[config.mk]
export PLATFORM = sky130hd
export DESIGN_NAME = pmem_fetch_flat
export DESIGN_NICKNAME = d
export VERILOG_FILES = /design/src/rtl/pmem_fetch_pkg.sv /design/src/rtl/pmem_fetch_if.sv /design/src/rtl/pmem_fetch.sv /design/src/flat_wrapper.sv
export SDC_FILE = /design/constraint.sdc
export NUM_CORES = 1
export LEC_CHECK = 0
export ABC_AREA = 1
export BUFFER_PORTS_ARGS = -buffer_cell sky130_fd_sc_hd__buf_2
export CORE_MARGIN = 4
export CORE_UTILIZATION = 45
export DETAILED_ROUTE_END_ITERATION = 6
export PLACE_DENSITY_LB_ADDON = 0.08
export SETUP_SLACK_MARGIN = 0.15
export SLEW_MARGIN = 10
export SYNTH_ARGS = -nofsm -noshare
export SYNTH_HDL_FRONTEND = slang
export SYNTH_SLANG_ARGS = --single-unit
[constraint.sdc]
create_clock -name clk -period 2.02 [get_ports clk]
set_input_delay 0.404 -clock clk [delete_from_list [all_inputs] [get_ports clk]]
set_output_delay 0.404 -clock clk [all_outputs]
set_load 0.02 [all_outputs]
[src/rtl/pmem_fetch_pkg.sv]
// Shared types and constants for the instruction-fetch stage.
// Holds the pc geometry, the fetch FSM encoding and the compressed-instruction test.
package pmem_fetch_pkg;

   localparam int              PC_W     = 17;
   localparam logic [PC_W-1:0] RESET_PC = '0;

   typedef enum logic [1:0] {
      BOOT = 2'd0,
      RUN  = 2'd1,
      HALT = 2'd2
   } fetch_state_t;

   // Any opcode whose two low bits are not 11 is a 16-bit instruction.
   function automatic logic is_compressed(input logic [1:0] lo);
      return lo != 2'b11;
   endfunction

endpackage

[src/rtl/pmem_fetch_if.sv]
// Program-memory read port plus the fetch-to-decode handshake.
// The master modport is the fetch stage; the slave side is memory and decode.
interface pmem_fetch_if;

   logic [pmem_fetch_pkg::PC_W-1:0] pc;
   logic [31:0]                     instr;
   logic                            dec_ready;
   logic                            if_valid;
   logic [31:0]                     if_instr;
   logic [pmem_fetch_pkg::PC_W-1:0] if_pc;
   logic                            if_is_c;

   modport master (
      output pc,
      input  instr,
      input  dec_ready,
      output if_valid,
      output if_instr,
      output if_pc,
      output if_is_c
   );

   modport slave (
      input  pc,
      output instr,
      output dec_ready,
      input  if_valid,
      input  if_instr,
      input  if_pc,
      input  if_is_c
   );

endinterface

[src/rtl/pmem_fetch.sv]
// Instruction fetch: drives the program-memory pc, registers the returned word for decode,
// and sequences boot hold, redirects and halt.
//
// state | meaning
// ------+-----------------------------------------------------------
// BOOT  | loader owns program memory; pc parked at RESET_PC, no output
// RUN   | fetching one instruction per accepted cycle
// HALT  | fetch stopped; waits for a redirect or a return to boot
module pmem_fetch #(
   parameter logic [pmem_fetch_pkg::PC_W-1:0] RESET_PC = pmem_fetch_pkg::RESET_PC
) (
   input  logic                            clk,
   input  logic                            rst_n,
   input  logic                            boot_hold,
   input  logic                            redirect_valid,
   input  logic [pmem_fetch_pkg::PC_W-1:0] redirect_pc,
   input  logic                            halt_req,
   output logic                            if_misalign,
   output logic                            halted,
   pmem_fetch_if.master                    bus
);

   import pmem_fetch_pkg::*;

   fetch_state_t    state_q, state_d;
   logic [PC_W-1:0] pc_q, pc_d;
   logic [PC_W-1:0] if_pc_q, if_pc_d;
   logic [31:0]     if_instr_q, if_instr_d;
   logic            valid_q, valid_d;
   logic            is_c_q, is_c_d;
   logic            mis_q, mis_d;

   logic            instr_c;
   logic            accept;
   logic [PC_W-1:0] redir_tgt;

   assign instr_c   = is_compressed(bus.instr[1:0]);
   assign accept    = !valid_q || bus.dec_ready;
   assign redir_tgt = {redirect_pc[PC_W-1:1], 1'b0};

   always_ff @(posedge clk or negedge rst_n) begin
      if (!rst_n) begin
         state_q    <= BOOT;
         pc_q       <= RESET_PC;
         if_pc_q    <= '0;
         if_instr_q <= '0;
         valid_q    <= 1'b0;
         is_c_q     <= 1'b0;
         mis_q      <= 1'b0;
      end else begin
         state_q    <= state_d;
         pc_q       <= pc_d;
         if_pc_q    <= if_pc_d;
         if_instr_q <= if_instr_d;
         valid_q    <= valid_d;
         is_c_q     <= is_c_d;
         mis_q      <= mis_d;
      end
   end

   always_comb begin
      state_d    = state_q;
      pc_d       = pc_q;
      if_pc_d    = if_pc_q;
      if_instr_d = if_instr_q;
      valid_d    = valid_q;
      is_c_d     = is_c_q;
      mis_d      = mis_q;

      if (boot_hold) begin
         state_d = BOOT;
         pc_d    = RESET_PC;
         valid_d = 1'b0;
      end else begin
         case (state_q)
            BOOT: begin
               state_d = RUN;
               pc_d    = RESET_PC;
            end
            RUN, HALT: begin
               if (redirect_valid) begin
                  state_d = RUN;
                  pc_d    = redir_tgt;
                  valid_d = 1'b0;
                  mis_d   = mis_q | redirect_pc[0];
               end else if (state_q == RUN) begin
                  if (halt_req) begin
                     state_d = HALT;
                     valid_d = 1'b0;
                  end else if (accept) begin
                     if_instr_d = instr_c ? {16'h0000, bus.instr[15:0]} : bus.instr;
                     if_pc_d    = pc_q;
                     is_c_d     = instr_c;
                     valid_d    = 1'b1;
                     // Wraps modulo 2^PC_W by truncation.
                     pc_d       = pc_q + (instr_c ? PC_W'(2) : PC_W'(4));
                  end
               end
            end
            default: begin
               state_d = BOOT;
               pc_d    = RESET_PC;
               valid_d = 1'b0;
            end
         endcase
      end
   end

   assign bus.pc       = pc_q;
   assign bus.if_valid = valid_q;
   assign bus.if_instr = if_instr_q;
   assign bus.if_pc    = if_pc_q;
   assign bus.if_is_c  = is_c_q;
   assign if_misalign  = mis_q;
   assign halted       = (state_q == HALT);

endmodule

[src/flat_wrapper.sv]
// flat-port wrapper written by rule: the top's interface ports become plain ports
module pmem_fetch_flat import pmem_fetch_pkg::*;
#(
   parameter logic [pmem_fetch_pkg::PC_W-1:0] RESET_PC = pmem_fetch_pkg::RESET_PC
)
  (clk, rst_n, boot_hold, redirect_valid, redirect_pc, halt_req, if_misalign, halted, bus_pc, bus_instr, bus_dec_ready, bus_if_valid, bus_if_instr, bus_if_pc, bus_if_is_c);
  pmem_fetch_if bus_i ();
  input  logic clk;
  input  logic rst_n;
  input  logic boot_hold;
  input  logic redirect_valid;
  input  logic [pmem_fetch_pkg::PC_W-1:0] redirect_pc;
  input  logic halt_req;
  output logic if_misalign;
  output logic halted;
  output wire logic [$bits(bus_i.pc)-1:0] bus_pc;
  input wire logic [$bits(bus_i.instr)-1:0] bus_instr;
  input wire logic [$bits(bus_i.dec_ready)-1:0] bus_dec_ready;
  output wire logic [$bits(bus_i.if_valid)-1:0] bus_if_valid;
  output wire logic [$bits(bus_i.if_instr)-1:0] bus_if_instr;
  output wire logic [$bits(bus_i.if_pc)-1:0] bus_if_pc;
  output wire logic [$bits(bus_i.if_is_c)-1:0] bus_if_is_c;
  assign bus_pc = bus_i.pc;
  assign bus_i.instr = bus_instr;
  assign bus_i.dec_ready = bus_dec_ready;
  assign bus_if_valid = bus_i.if_valid;
  assign bus_if_instr = bus_i.if_instr;
  assign bus_if_pc = bus_i.if_pc;
  assign bus_if_is_c = bus_i.if_is_c;
  pmem_fetch #(.RESET_PC(RESET_PC)) u_core (.clk(clk), .rst_n(rst_n), .boot_hold(boot_hold), .redirect_valid(redirect_valid), .redirect_pc(redirect_pc), .halt_req(halt_req), .if_misalign(if_misalign), .halted(halted), .bus(bus_i));
endmodule
==> impl_metrics.ini <==
[outcome]
outcome = finished, final reports clean

[global_route]
antenna_found_initial = 0
grt_pass1_vias = 2966
overflow = 0
grt_max_degree = 70
grt_usage_pct = 19.9
grt_pass1_wl_um = 13800

[sta]
fin_crit_ns = 1.72
tns_ns = 0
final_max_slew_viol_count = 0
hold_violations = 0
fin_skew_ns = 0.00484
fmax_ghz = 0.582
rsz0062_at_grt = no
hold-worst-slack_ns = 0.0722
setup-violations-final = 0
period_share_pct = 85.0
fin_ws_ns = 0.302

[die]
die-area_um2 = 8870
core-area_um2 = 7250
start_util_pct = 46.1
fp.dieW_um = 94.2
io_pins = 125
fp-row-count = 31
die_h_um = 94.2

[drt]
num_vias = 3115
drt-vias-per-instance = 4.70
drtIter0Drc = 214
detail_route.wl_per_cell_um = 12.9
drt_first_pass_iters = 4
route.detailed.drc = 0
wirelength_um = 8580
ant_nets = 0

[logic_synthesis]
yosysUniqueCellTypes = 27
synth_top_family_by_area = simple AND/OR/NAND/NOR gates
syn-cell-area_um2 = 3340
synth_seq_cells = 69
synth-xor-area-share_pct = 0
synth_compound_area_share_pct = 7.63
syn_area_per_cell_um2 = 7.79
synth-seq-area-share_pct = 51.6
syn-instance-count = 429
muxShareOfSynthArea_pct = 0.299
synthSimpleGateAreaFrac_pct = 30.5
yosys_warnings = 0
synth_fa_ha_area_share_pct = 2.25

[worst_hold_path]
worstHoldPathType = in2async

[worst_setup_path]
critPathArrivalTime_ns = 1.94
path_buf_inv = 3
path_max_fanout = 14
critPathLaunchType = flip-flop
rr_worst_depth = 10
cp_slowest_cell = dfrtp_1
critPathTopFamily = flip-flops
cpMostUsedCell = nand2_1
end_kind = flip-flop
crit_chain = inv_1 -> ha_1 -> nand2_2 -> nand2_1 -> nand2_1 -> nand2_1 -> inv_1 -> buf_4 -> nand2_1 -> o21ai_0
cp.depth = 10
slowest_delay_ns = 0.43
critPathRequiredTime_ns = 2.24
crit_type = reg2reg

[placed_design]
dp_slack_ns = 0.130
finalWeightedCongestion = 0.870
hpwlAfterDp_um = 6170
port_buffers = 122
place_area_um2 = 4070

[flow_run]
maxCapViolCount = 0

[clock_network]
cts_max_level = 3
cts_sinks = 69
clockRootBuffer = clkbuf_8
clock_latency_ns = 0.34
cts_buffers = 9
cts_tree = built
clkTransAtPathRegs_ns = 0.08
clk_path_buf_depth = 2

[finish]
antennaDiodeCount = 0
fin_area_um2 = 4280
final_cell_mix = 206 x nand2_1, 122 x buf_2, 69 x dfrtp_1, 38 x o21ai_0, 35 x inv_1
area_growth_syn_to_layout_pct = 27.9
final_nets = 620
final_common_cell = nand2_1
drive_gt1_share_pct = 28.2

[pwr]
power_density_nw_per_um2 = 1160
finalPower_w = 0.00498
p_leak_nw = 2.49
irDropWorstVdd_mv = 0.582
-- layer usage --
metal  vias to the layer above  global-route usage [%]  part of all wire [%]
met5                         -                       0                     0
met4                         0                    8.78                   1.8
met3                        11                    4.01                   7.3
met2                       109                    29.0                    43
met1                      1397                    28.6                    47
li1                       1598                       -                     -
-- Yosys cell counts --
master      n  area [µm²]
nand2_1   207         777
dfrtp_1    69        1730
o21ai_0    38         190
inv_1      35         131
nand3_1    19        95.1
nor2_1     16        60.1
buf_2       6        30.0
ha_1        6        75.1
a21oi_1     4        20.0
buf_6       4        45.0
buf_4       3        22.5
nand4_1     3        18.8
clkbuf_1    2        7.51
nand3_4     2        35.0
nor2_4      2        22.5
o22ai_1     2        12.5
a22oi_1     1        7.51
a31o_2      1        8.76
a32oi_1     1        8.76
clkinv_1    1        3.75
clkinv_2    1        5.00
conb_1      1        3.75
inv_4       1        6.26
mux2i_1     1        10.0
nand2_2     1        6.26
nor2_2      1        6.26
o21a_1      1        7.51
-- worst paths after layout --
path	to	start	slack (ns)
setup / recovery	u_core.bus.pc[12]$_DFFE_PN0P_	u_core.state_q[1]$_DFFE_PN0P_	0.30
hold / removal	u_core.bus.if_instr[2]$_DFFE_PN0P_	rst_n	0.07
setup reg to reg	u_core.bus.pc[12]$_DFFE_PN0P_	u_core.state_q[1]$_DFFE_PN0P_	0.30
hold reg to reg	u_core.bus.if_instr[15]$_DFFE_PN0P_	u_core.bus.if_instr[15]$_DFFE_PN0P_	0.48
max in group asynchronous	u_core.bus.pc[9]$_DFFE_PN0P_	rst_n	1.65
min in group clk	u_core.bus.if_instr[22]$_DFFE_PN0P_	bus_instr[22]	0.26
-- kinds of logic after synthesis --
family          count (synthesis)
mux                             1
simple gates                  251
buf+inv                        53
fa+ha+maj                       6
flops                          69
other cells                     1
compound gates                 48
-- per-stage QoR --
step           instances  util [%]
2_1_floorplan        430         -
3_3_place_gp         644      56.2
3_5_place_dp         644      56.2
4_1_cts              660      58.6
5_1_grt              663      59.0
6_report             663      59.0
-- area by class of cell --
| class | count | area (µm²) |
|---|---|---|
| fill | 707 | 2980 |
| sequential | 69 | 1730 |
| multi-input combinational | 308 | 1370 |
| timing repair buffer | 133 | 731 |
| inverter | 38 | 148 |
| clock buffer | 10 | 138 |
| tap | 99 | 124 |
| clock inverter | 6 | 38.8 |
-- state kept, by name, indices dropped and copies added, names as in the netlist --
signal and cells:
u_core.bus.if_is_c 1, u_core.bus.pc 16, u_core.bus.if_valid 1, u_core.bus.if_instr 32, u_core.bus.if_pc 16, u_core.state_q 2, u_core.if_misalign 1
-- where the power goes --
group	total (W)	switching [W]	internal (W)
clock network	0.00101	0.000535	0.000474
registers	0.00203	0.000256	0.00178
logic	0.00194	0.00125	0.000687
-- repair_timing --
action,4_1_cts,5_1_grt
setup endpoints to repair,0,10
gates resized for setup,0,2
setup buffers,0,3
hold buffers,0,0
-- worst reg2reg max path, delay by kind of cell, from the launching register on --
kind                     cells  cell delay (ns)
buffers and inverters        3             0.32
adder cells (fa/ha/maj)      1             0.34
flip-flops                   1             0.43
AND/OR/NAND/NOR              5             0.44
AO/OA/AOI/OAI                1             0.07
No activity file was read; power rests on OpenSTA's default activity.
